File: config.mk
export PLATFORM = sky130hd
export DESIGN_NAME = i2c_txn_sequencer_flat
export DESIGN_NICKNAME = d
export VERILOG_FILES = /design/src/rtl/i2c_txn_sequencer_if.sv /design/src/rtl/i2c_txn_sequencer.sv /design/src/flat_wrapper.sv
export SDC_FILE = /design/constraint.sdc
export NUM_CORES = 1
export LEC_CHECK = 0
export CORE_MARGIN = 2
export CORE_UTILIZATION = 30
export CTS_BUF_LIST = sky130_fd_sc_hd__clkbuf_4
export CTS_CLUSTER_DIAMETER = 200
export DETAILED_ROUTE_END_ITERATION = 8
export PLACE_DENSITY = 0.61
export SLEW_MARGIN = 20
export SYNTH_ARGS = -nofsm -noshare
export SYNTH_HDL_FRONTEND = slang
export SYNTH_SLANG_ARGS = --single-unit
File: constraint.sdc
create_clock -name clk_4x -period 2.4 [get_ports clk_4x]
set_input_delay 0.72 -clock clk_4x [delete_from_list [all_inputs] [get_ports clk_4x]]
set_output_delay 0.72 -clock clk_4x [all_outputs]
set_load 0.02 [all_outputs]
File: src/rtl/i2c_txn_sequencer_if.sv
// Signal bundle between the host logic, the transaction sequencer and the I2C master.
// The master modport is the sequencer's view; slave is the view of whatever surrounds it.
interface i2c_txn_sequencer_if;
  // Host request / response
  logic       req;
  logic       rw;
  logic [6:0] dev_addr;
  logic [7:0] reg_addr;
  logic [7:0] wdata;
  logic       busy;
  logic       done;
  logic       err;
  logic [7:0] rdata;
  // I2C master control
  logic [6:0] m_address;
  logic [7:0] m_register;
  logic       m_mode;
  logic       m_en;
  logic       m_start;
  logic       m_stop;
  logic       m_repeat_start;
  logic       m_rst_n;
  logic [7:0] m_out;
  logic       m_ack;

  modport master (
    input  req, rw, dev_addr, reg_addr, wdata, m_out, m_ack,
    output busy, done, err, rdata,
    output m_address, m_register, m_mode, m_en, m_start, m_stop, m_repeat_start, m_rst_n
  );

  modport slave (
    output req, rw, dev_addr, reg_addr, wdata, m_out, m_ack,
    input  busy, done, err, rdata,
    input  m_address, m_register, m_mode, m_en, m_start, m_stop, m_repeat_start, m_rst_n
  );
endinterface

File: src/rtl/i2c_txn_sequencer.sv
// Sequences single-byte I2C register reads/writes by counting master ack pulses, with a
// watchdog abort and a master reset pulse after every transaction.
module i2c_txn_sequencer #(
  parameter int unsigned TIMEOUT    = 64,
  parameter int unsigned RST_CYCLES = 2
) (
  input logic                   clk_4x,
  input logic                   reset,
  i2c_txn_sequencer_if.master   bus
);

  localparam int unsigned WdW = $clog2(TIMEOUT + 1);
  localparam int unsigned RcW = (RST_CYCLES > 1) ? $clog2(RST_CYCLES) : 1;

  typedef enum logic [2:0] {
    StIdle,
    StWait,
    StCapture,
    StFinish,
    StRecover,
    StDone
  } state_e;

  state_e state_q, state_d;

  logic           ack_q;
  logic           ack_edge;
  logic [2:0]     cnt_q, cnt_d, cnt_inc;
  logic [WdW-1:0] wdog_q, wdog_d;
  logic           wdog_expired;
  logic [RcW-1:0] rst_cnt_q, rst_cnt_d;
  logic           rst_last;

  logic       rw_q, rw_d;
  logic [7:0] wdata_q, wdata_d;
  logic       err_q, err_d;
  logic [7:0] rdata_q, rdata_d;
  logic [6:0] m_address_q, m_address_d;
  logic [7:0] m_register_q, m_register_d;
  logic       m_mode_q, m_mode_d;
  logic       m_en_q, m_en_d;
  logic       m_start_q, m_start_d;
  logic       m_stop_q, m_stop_d;
  logic       m_repeat_start_q, m_repeat_start_d;
  logic       m_rst_n_q, m_rst_n_d;
  logic       busy, done;

  assign ack_edge     = bus.m_ack & ~ack_q;
  assign cnt_inc      = (cnt_q == 3'd4) ? 3'd4 : cnt_q + 3'd1;
  assign wdog_expired = (wdog_q == WdW'(TIMEOUT - 1));
  assign rst_last     = (rst_cnt_q == RcW'(RST_CYCLES - 1));

  // State register
  always_ff @(posedge clk_4x or negedge reset) begin
    if (!reset) begin
      state_q          <= StIdle;
      ack_q            <= 1'b0;
      cnt_q            <= 3'd0;
      wdog_q           <= '0;
      rst_cnt_q        <= '0;
      rw_q             <= 1'b0;
      wdata_q          <= 8'h00;
      err_q            <= 1'b0;
      rdata_q          <= 8'h00;
      m_address_q      <= 7'h00;
      m_register_q     <= 8'h00;
      m_mode_q         <= 1'b0;
      m_en_q           <= 1'b0;
      m_start_q        <= 1'b0;
      m_stop_q         <= 1'b0;
      m_repeat_start_q <= 1'b0;
      m_rst_n_q        <= 1'b1;
    end else begin
      state_q          <= state_d;
      ack_q            <= bus.m_ack;
      cnt_q            <= cnt_d;
      wdog_q           <= wdog_d;
      rst_cnt_q        <= rst_cnt_d;
      rw_q             <= rw_d;
      wdata_q          <= wdata_d;
      err_q            <= err_d;
      rdata_q          <= rdata_d;
      m_address_q      <= m_address_d;
      m_register_q     <= m_register_d;
      m_mode_q         <= m_mode_d;
      m_en_q           <= m_en_d;
      m_start_q        <= m_start_d;
      m_stop_q         <= m_stop_d;
      m_repeat_start_q <= m_repeat_start_d;
      m_rst_n_q        <= m_rst_n_d;
    end
  end

  // Next-state logic
  always_comb begin
    state_d = state_q;
    unique case (state_q)
      StIdle: begin
        if (bus.req) state_d = StWait;
      end
      StWait: begin
        if (ack_edge) begin
          if (!rw_q && cnt_inc == 3'd3) begin
            state_d = StFinish;
          end else if (rw_q && cnt_inc == 3'd4) begin
            state_d = StCapture;
          end
        end else if (wdog_expired) begin
          state_d = StFinish;
        end
      end
      StCapture: state_d = StFinish;
      StFinish:  state_d = StRecover;
      StRecover: begin
        if (rst_last) state_d = StDone;
      end
      StDone:    state_d = StIdle;
      default:   state_d = StIdle;
    endcase
  end

  // Output / datapath logic
  always_comb begin
    cnt_d            = cnt_q;
    wdog_d           = wdog_q;
    rst_cnt_d        = rst_cnt_q;
    rw_d             = rw_q;
    wdata_d          = wdata_q;
    err_d            = err_q;
    rdata_d          = rdata_q;
    m_address_d      = m_address_q;
    m_register_d     = m_register_q;
    m_mode_d         = m_mode_q;
    m_en_d           = m_en_q;
    m_start_d        = m_start_q;
    m_stop_d         = m_stop_q;
    m_repeat_start_d = m_repeat_start_q;
    m_rst_n_d        = m_rst_n_q;
    busy             = (state_q != StIdle) && (state_q != StDone);
    done             = (state_q == StDone);

    unique case (state_q)
      StIdle: begin
        if (bus.req) begin
          rw_d             = bus.rw;
          wdata_d          = bus.wdata;
          m_address_d      = bus.dev_addr;
          m_register_d     = bus.reg_addr;
          m_mode_d         = 1'b0;
          m_en_d           = 1'b1;
          m_start_d        = 1'b1;
          m_stop_d         = 1'b0;
          m_repeat_start_d = 1'b0;
          err_d            = 1'b0;
          cnt_d            = 3'd0;
          wdog_d           = '0;
        end
      end
      StWait: begin
        if (ack_edge) begin
          cnt_d  = cnt_inc;
          wdog_d = '0;
          case (cnt_inc)
            3'd1: m_start_d = 1'b0;
            3'd2: begin
              if (rw_q) begin
                m_repeat_start_d = 1'b1;
                m_mode_d         = 1'b1;
              end else begin
                m_register_d = wdata_q;
              end
            end
            3'd3: begin
              m_repeat_start_d = 1'b0;
              m_stop_d         = 1'b1;
            end
            default: ;
          endcase
        end else if (wdog_expired) begin
          // Master has parked (typically after a NACK); abort.
          err_d  = 1'b1;
          wdog_d = '0;
        end else begin
          wdog_d = wdog_q + WdW'(1);
        end
      end
      StCapture: rdata_d = bus.m_out;
      StFinish: begin
        m_en_d           = 1'b0;
        m_stop_d         = 1'b0;
        m_start_d        = 1'b0;
        m_repeat_start_d = 1'b0;
        m_rst_n_d        = 1'b0;
        rst_cnt_d        = '0;
      end
      StRecover: begin
        if (rst_last) begin
          m_rst_n_d = 1'b1;
        end else begin
          rst_cnt_d = rst_cnt_q + RcW'(1);
        end
      end
      StDone: ;
      default: ;
    endcase
  end

  assign bus.busy           = busy;
  assign bus.done           = done;
  assign bus.err            = err_q;
  assign bus.rdata          = rdata_q;
  assign bus.m_address      = m_address_q;
  assign bus.m_register     = m_register_q;
  assign bus.m_mode         = m_mode_q;
  assign bus.m_en           = m_en_q;
  assign bus.m_start        = m_start_q;
  assign bus.m_stop         = m_stop_q;
  assign bus.m_repeat_start = m_repeat_start_q;
  assign bus.m_rst_n        = m_rst_n_q;

endmodule

File: src/flat_wrapper.sv
// flat-port wrapper written by rule: the top's interface ports become plain ports
module i2c_txn_sequencer_flat 
#(
  parameter int unsigned TIMEOUT    = 64,
  parameter int unsigned RST_CYCLES = 2
)
  (clk_4x, reset, bus_req, bus_rw, bus_dev_addr, bus_reg_addr, bus_wdata, bus_m_out, bus_m_ack, bus_busy, bus_done, bus_err, bus_rdata, bus_m_address, bus_m_register, bus_m_mode, bus_m_en, bus_m_start, bus_m_stop, bus_m_repeat_start, bus_m_rst_n);
  i2c_txn_sequencer_if bus_i ();
  input logic clk_4x;
  input logic reset;
  input wire logic [$bits(bus_i.req)-1:0] bus_req;
  input wire logic [$bits(bus_i.rw)-1:0] bus_rw;
  input wire logic [$bits(bus_i.dev_addr)-1:0] bus_dev_addr;
  input wire logic [$bits(bus_i.reg_addr)-1:0] bus_reg_addr;
  input wire logic [$bits(bus_i.wdata)-1:0] bus_wdata;
  input wire logic [$bits(bus_i.m_out)-1:0] bus_m_out;
  input wire logic [$bits(bus_i.m_ack)-1:0] bus_m_ack;
  output wire logic [$bits(bus_i.busy)-1:0] bus_busy;
  output wire logic [$bits(bus_i.done)-1:0] bus_done;
  output wire logic [$bits(bus_i.err)-1:0] bus_err;
  output wire logic [$bits(bus_i.rdata)-1:0] bus_rdata;
  output wire logic [$bits(bus_i.m_address)-1:0] bus_m_address;
  output wire logic [$bits(bus_i.m_register)-1:0] bus_m_register;
  output wire logic [$bits(bus_i.m_mode)-1:0] bus_m_mode;
  output wire logic [$bits(bus_i.m_en)-1:0] bus_m_en;
  output wire logic [$bits(bus_i.m_start)-1:0] bus_m_start;
  output wire logic [$bits(bus_i.m_stop)-1:0] bus_m_stop;
  output wire logic [$bits(bus_i.m_repeat_start)-1:0] bus_m_repeat_start;
  output wire logic [$bits(bus_i.m_rst_n)-1:0] bus_m_rst_n;
  assign bus_i.req = bus_req;
  assign bus_i.rw = bus_rw;
  assign bus_i.dev_addr = bus_dev_addr;
  assign bus_i.reg_addr = bus_reg_addr;
  assign bus_i.wdata = bus_wdata;
  assign bus_i.m_out = bus_m_out;
  assign bus_i.m_ack = bus_m_ack;
  assign bus_busy = bus_i.busy;
  assign bus_done = bus_i.done;
  assign bus_err = bus_i.err;
  assign bus_rdata = bus_i.rdata;
  assign bus_m_address = bus_i.m_address;
  assign bus_m_register = bus_i.m_register;
  assign bus_m_mode = bus_i.m_mode;
  assign bus_m_en = bus_i.m_en;
  assign bus_m_start = bus_i.m_start;
  assign bus_m_stop = bus_i.m_stop;
  assign bus_m_repeat_start = bus_i.m_repeat_start;
  assign bus_m_rst_n = bus_i.m_rst_n;
  i2c_txn_sequencer #(.TIMEOUT(TIMEOUT), .RST_CYCLES(RST_CYCLES)) u_core (.clk_4x(clk_4x), .reset(reset), .bus(bus_i));
endmodule
==> run_results.csv, run 1 <==
group,metric,value,unit
status,outcome,"complete, no violations",
yosys,yosys.area_share.simple,0.159,
timing,max_clock_freq,443,MHz
setup_path,critical_path_arrival,1.54,ns
yosys,netlist_area,2600,µm²
routing,num_vias,2016,
timing,rsz0062_at_grt,"no",
setup_path,path_class,"reg2out",
pwr,p_sw_frac,0.397,
grt,grt_overflow,0,
yosys,syn_avg_cell_area,11.2,µm²
yosys,synth-adder-area-share,0.0241,
floorplanning,fp.coreArea,8300,µm²
timing,post-route-period-util,0.940,
finish,final_common_cell,"clkdlybuf4s50_1",
floorplanning,initial_core_util,0.313,
finish,layout_common_cells,"clkdlybuf4s50_1, dfrtp_1, nand2_1",
grt,track_usage,0.127,
place,numPortBuffers,67,
grt,antenna_found_initial,0,
clock_tree,cts_buffers,5,
clock_tree,cts_buffer_depth,2,
setup_path,ff2ff_setup_slack,0.35,ns
floorplanning,die-area,9430,µm²
hold_path,hold_path.class,"in2async",
pwr,power_frac_seq,0.347,
setup_path,path_buf_inv,1,
yosys,yosysUniqueCellTypes,48,
pwr,power_switching,1.77,mW
yosys,yosysWarningCount,0,
grt,grt_pass1_vias,2084,
timing,relSlewSlack,0.617,
setup_path,cp_max_fo,3,
run,drv_cap,0,
timing,period_minus_slack,2.26,ns
yosys,synth_edf_count,0,
yosys,synth_top_family_by_area,"simple AND/OR/NAND/NOR gates",
pwr,clkPwrFrac,0.088,
yosys,seq_area_frac_synth,0.520,
routing,dr.pass1.iters,4,
finish,area_growth_syn_to_layout,34.7,%
yosys,synth_xor_xnor_area_share,0.00337,
timing,setup_viol,0,
place,place_ws,0.0175,ns
routing,drcViolationCount,0,
setup_path,r2r-end,"u_core.bus.m_register[0]",
setup_path,reg2reg_depth,6,
setup_path,cp_slowest_cell,"clkdlybuf4s50_1",
grt,grt_pass1_wl,9850,µm
yosys,synth_mux_area_frac,0.142,
timing,tns,0,ns
yosys,ys.flop_type,"dfrtp_1",
clock_tree,root_buffer,"clkbuf_4",
timing,clock_skew,0.0136,ns
setup_path,crit_path_max_incr_delay,0.60,ns
yosys,syn_inst,232,
timing,hold_viol,0,
place,globalplace.congestion,0.838,
grt,grt_max_degree,26,
clock_tree,cts_htree_levels,2,
clock_tree,cts_tree,"done",
pwr,total_power,4.46,mW
setup_path,start_kind,"flop",
setup_path,regToRegStartpoint,"u_core.cnt_q[0]",
yosys,synth_compound_area_frac,0.120,
pwr,peakVddDrop,0.000397,V
yosys,syn_nets,273,
setup_path,crit_family,"buffers and inverters",
clock_tree,clkTransAtPathRegs,0.15,ns
setup_path,crit_chain,"clkdlybuf4s50_1",
finish,nets,352,
timing,setup_ws,0.143,ns
pwr,p_per_area,1270,nW/µm²
routing,drt_iter0_drc,87,
routing,drtAntennaViolNets,0,
floorplanning,rows,33,
timing,slew_violations,0,
routing,viasPerCell,4.83,
pwr,p_comb_frac,0.566,
routing,postRouteWirelength,5770,µm
clock_tree,postCtsHoldBufs,0,
place,dp_hpwl,4360,µm
setup_path,endpoint_kind,"primary output",
pwr,p_int,2.69,mW
finish,drive_above_1_share,0.208,
floorplanning,io_pins,68,
clock_tree,clock_sinks,54,
yosys,ys_seq_elements,54,
floorplanning,die_height,97.1,µm
pwr,p_leak,1.50,nW
clock_tree,insertion_delay,0.37,ns
routing,avgRoutedWirePerCell,13.8,µm
setup_path,worstPathRequired,1.68,ns
floorplanning,die_width,97.1,µm
yosys,async_flop_share,1.00,
timing,tightest_slew,0.575,ns
finish,antenna_cells,0,
-- how the worst max path moves through the flow --
| stage | endpoint | depth (start not counted) | slack [ns] | from |
|---|---|---|---|---|
| after floorplan | u_core.bus.m_register[0] | 4 | 0.58 | bus_m_ack |
| after global placement | u_core.bus.m_register[3] | 5 | 0.07 | bus_m_ack |
| after detailed placement | u_core.bus.m_register[0] | 5 | 0.02 | bus_m_ack |
| after CTS | bus_busy | 4 | 0.02 | u_core.state_q[0] |
| after global routing | bus_m_rst_n | 1 | 0.08 | u_core.bus.m_rst_n |
| final | bus_m_rst_n | 1 | 0.14 | u_core.bus.m_rst_n |
-- layer usage --
| layer | GRT usage | up-vias | share of wire |
|---|---|---|---|
| met5 | 0 | - | 0 |
| met3 | 0.0317 | 8 | 0.046 |
| met2 | 0.210 | 35 | 0.49 |
| met1 | 0.161 | 995 | 0.45 |
| met4 | 0.0423 | 0 | 0.017 |
| li1 | - | 978 | - |
-- metrics by stage --
stage,hold WS [ns],std cells,instance area (µm²),util
after global routing,0.340,417,3500,0.422
after CTS,0.326,416,3500,0.421
after floorplan,0.424,232,2600,-
final,0.327,417,3500,0.422
after detailed placement,0.482,408,3440,0.415
after global placement,0.470,408,3440,0.415
-- cells by family (layout without fill, tap and decap cells) --
group	Yosys count	after routing
buf+inv	15	95
simple gates	81	81
fa+ha+maj	5	5
xor+xnor	1	1
flops	54	54
mux	33	33
compound gates	43	43
-- power groups by stage --
stage / sequential, mW / combinational [mW] / clock (mW)
5_1_grt: 1.60 / 2.75 / 0.458
4_1_cts: 1.55 / 2.54 / 0.421
2_1_floorplan: 1.82 / 1.33 / 0
3_5_place_dp: 1.57 / 2.55 / 0
6_report: 1.54 / 2.52 / 0.391
3_3_place_gp: 1.55 / 2.51 / 0
-- Yosys cell counts (2+ instances only) --
library cell	count	share of area
a21boi_4	2	0.014
a21oi_1	9	0.017
a31oi_1	3	0.0072
and3_1	2	0.0048
buf_2	5	0.0096
buf_6	2	0.0087
dfrtp_1	53	0.51
ha_1	5	0.024
inv_1	7	0.010
mux2_2	32	0.14
nand2_1	37	0.053
nand2b_1	5	0.012
nand3_1	3	0.0058
nand3b_1	4	0.012
nor2_1	12	0.017
nor2b_1	4	0.0096
nor3_1	3	0.0058
o21a_1	3	0.0087
o21ai_0	10	0.019
o22ai_1	2	0.0048
o31ai_1	2	0.0058
-- layout make-up --
cell class | instances | area [µm²]
clock inverter | 2 | 8.76
clock buffer | 6 | 45.0
inverter | 7 | 26.3
multi-input combinational | 163 | 1170
tap | 105 | 131
fill | 804 | 4800
sequential | 54 | 1350
timing repair buffer | 80 | 773
-- state kept, by name, summed over array words and instances, names as in the netlist --
signal                     cells
u_core.rst_cnt_q               1
u_core.ack_q                   1
u_core.bus.m_rst_n             1
u_core.bus.m_repeat_start      1
u_core.wdata_q                 8
u_core.bus.m_start             1
u_core.bus.m_en                1
u_core.cnt_q                   3
u_core.bus.rdata               8
u_core.bus.m_stop              1
u_core.wdog_q                  7
u_core.bus.m_address           7
u_core.state_q                 3
u_core.bus.m_register          8
u_core.rw_q                    1
u_core.bus.err                 1
u_core.bus.m_mode              1
-- timing repair --
item                       CTS  global route
gates resized for setup      3             4
buffers inserted             0             1
setup endpoints to repair    2             1
Power figures use the tool's default switching activity.
==> run 2, diff against run 1 <==
--- a/config.mk
+++ b/config.mk
@@ -5,7 +5,7 @@
 export SDC_FILE = /design/constraint.sdc
 export NUM_CORES = 1
 export LEC_CHECK = 0
-export CORE_MARGIN = 2
+export CORE_MARGIN = 1
 export CORE_UTILIZATION = 30
 export CTS_BUF_LIST = sky130_fd_sc_hd__clkbuf_4
 export CTS_CLUSTER_DIAMETER = 200
==> run 2 against run 1 <==
- core utilization is essentially flat
- combinational power is essentially flat
- worst hold slack gained 0.078 ns
- critical path type unchanged
- sequential cell count is the same
==> run_results.csv, run 2 (synthesis results as in run 1) <==
group,metric,value,unit
routing,postRouteWirelength,5640,µm
grt,grt_pass1_vias,1980,
finish,final_cells,415,
timing,hold_viol,0,
finish,drive_above_1_share,0.200,
finish,layout_common_cells,"clkdlybuf4s50_1, dfrtp_1, nand2_1",
routing,drcViolationCount,0,
timing,hold_ws,0.405,ns
pwr,p_per_area,1270,nW/µm²
clock_tree,cts_tree,"done",
pwr,p_comb_frac,0.563,
setup_path,worstPathRequired,1.68,ns
setup_path,r2r-end,"u_core.wdog_q[4]",
clock_tree,cts_buffers,5,
setup_path,reg2reg_depth,5,
place,numPortBuffers,67,
pwr,power_switching,1.77,mW
setup_path,path_class,"reg2out",
place,dp_hpwl,4170,µm
pwr,total_power,4.45,mW
grt,track_usage,0.134,
pwr,p_int,2.68,mW
setup_path,cp_max_fo,3,
setup_path,cp_num_cells,1,
floorplanning,die-area,9040,µm²
setup_path,crit_path_max_incr_delay,0.60,ns
grt,grt_max_degree,34,
floorplanning,fp.coreArea,8300,µm²
clock_tree,cts_buffer_depth,2,
pwr,p_leak,1.49,nW
floorplanning,die_width,95.1,µm
timing,max_clock_freq,444,MHz
timing,setup_ws,0.149,ns
clock_tree,cts_htree_levels,2,
pwr,p_sw_frac,0.398,
finish,nets,350,
grt,grt_pass1_wl,9420,µm
clock_tree,insertion_delay,0.37,ns
timing,relSlewSlack,0.493,
clock_tree,postCtsHoldBufs,0,
grt,antenna_found_initial,0,
place,globalplace.congestion,0.850,
setup_path,crit_family,"buffers and inverters",
setup_path,crit_chain,"clkdlybuf4s50_1",
grt,grt_overflow,0,
finish,area_growth_syn_to_layout,34.6,%
setup_path,regToRegStartpoint,"u_core.state_q[1]",
setup_path,ff2ff_setup_slack,0.33,ns
status,outcome,"complete, no violations",
setup_path,crit_path_end,"bus_m_rst_n",
timing,post-route-period-util,0.938,
floorplanning,initial_core_util,0.313,
timing,setup_viol,0,
place,place_ws,-0.0250,ns
run,drv_cap,0,
finish,antenna_cells,0,
clock_tree,clkTransAtPathRegs,0.15,ns
floorplanning,die_height,95.1,µm
setup_path,endpoint_kind,"primary output",
hold_path,hold_path.class,"in2async",
timing,period_minus_slack,2.25,ns
finish,stdcell_area,3500,µm²
timing,clock_skew,0.00831,ns
floorplanning,rows,33,
place,placed_cell_area,3450,µm²
routing,drt_iter0_drc,55,
setup_path,cp_slowest_cell,"clkdlybuf4s50_1",
timing,tns,0,ns
routing,viasPerCell,4.75,
routing,num_vias,1973,
timing,rsz0062_at_grt,"no",
setup_path,path_buf_inv,1,
routing,drtAntennaViolNets,0,
routing,dr.pass1.iters,4,
setup_path,critical_path_arrival,1.53,ns
pwr,peakVddDrop,0.000528,V
clock_tree,clock_sinks,54,
finish,fin_util,0.422,
clock_tree,root_buffer,"clkbuf_4",
pwr,clkPwrFrac,0.090,
timing,slew_violations,0,
setup_path,startpoint,"u_core.bus.m_rst_n",
floorplanning,io_pins,68,
finish,final_common_cell,"clkdlybuf4s50_1",
pwr,power_frac_seq,0.347,
timing,tightest_slew,0.760,ns
routing,avgRoutedWirePerCell,13.6,µm
setup_path,start_kind,"flop",
place,dp_cells,407,
## run 2: changes by cell type in the layout (fill, tap and decap cells not counted)
| cell | previous run | this run |
|---|---|---|
| buf_12 | 1 | 2 |
| inv_2 | 2 | 1 |
| buf_4 | 11 | 8 |
| inv_1 | 5 | 6 |
## run 2: layout make-up
cell class | count | area [µm²]
Clock inverter | 2 | 8.76
Timing Repair Buffer | 78 | 771
Sequential cell | 54 | 1350
Inverter | 7 | 26.3
Multi-Input combinational cell | 163 | 1170
Tap cell | 105 | 131
Clock buffer | 6 | 45.0
Fill cell | 804 | 4800
## run 2: how the worst min path moves through the flow
stage	cells after the start	start	slack (ns)	end
global placement	1	u_core.wdog_q[6]	0.47	u_core.wdog_q[6]
floorplan	0	reset	0.42	u_core.ack_q
detailed placement	1	u_core.wdog_q[6]	0.47	u_core.wdog_q[6]
CTS	1	reset	0.42	u_core.bus.m_repeat_start
finish	1	reset	0.41	u_core.bus.rdata[2]
global route	1	reset	0.46	u_core.bus.rdata[1]
## run 2: what timing repair did
item | CTS | global route
gates resized for setup | 5 | 1
buffers inserted | 0 | 0
setup endpoints to repair | 2 | 1
## run 2: power by group through the flow
stage | Combinational, mW | Clock, mW | Sequential (mW)
final | 2.51 | 0.399 | 1.54
after global routing | 2.73 | 0.451 | 1.60
after CTS | 2.55 | 0.418 | 1.55
after detailed placement | 2.54 | 0 | 1.57
after global placement | 2.51 | 0 | 1.55
after floorplan | 1.33 | 0 | 1.82
## run 2: layer usage
| layer | global-route usage | part of all wire | vias to the layer above |
|---|---|---|---|
| met1 | 0.176 | 0.46 | 958 |
| met2 | 0.210 | 0.48 | 32 |
| met4 | 0.0391 | 0.013 | 0 |
| met5 | 0 | 0 | - |
| li1 | - | - | 975 |
| met3 | 0.0415 | 0.048 | 8 |
==> run 3, diff against run 2 <==
--- a/config.mk
+++ b/config.mk
@@ -10,8 +10,9 @@
 export CTS_BUF_LIST = sky130_fd_sc_hd__clkbuf_4
 export CTS_CLUSTER_DIAMETER = 200
 export DETAILED_ROUTE_END_ITERATION = 8
+export HOLD_SLACK_MARGIN = 0.1
 export PLACE_DENSITY = 0.61
-export SLEW_MARGIN = 20
+export SLEW_MARGIN = 15
 export SYNTH_ARGS = -nofsm -noshare
 export SYNTH_HDL_FRONTEND = slang
 export SYNTH_SLANG_ARGS = --single-unit
==> results of run 3 <==
Final layout, timing and power as in run 2 (identical DEF).
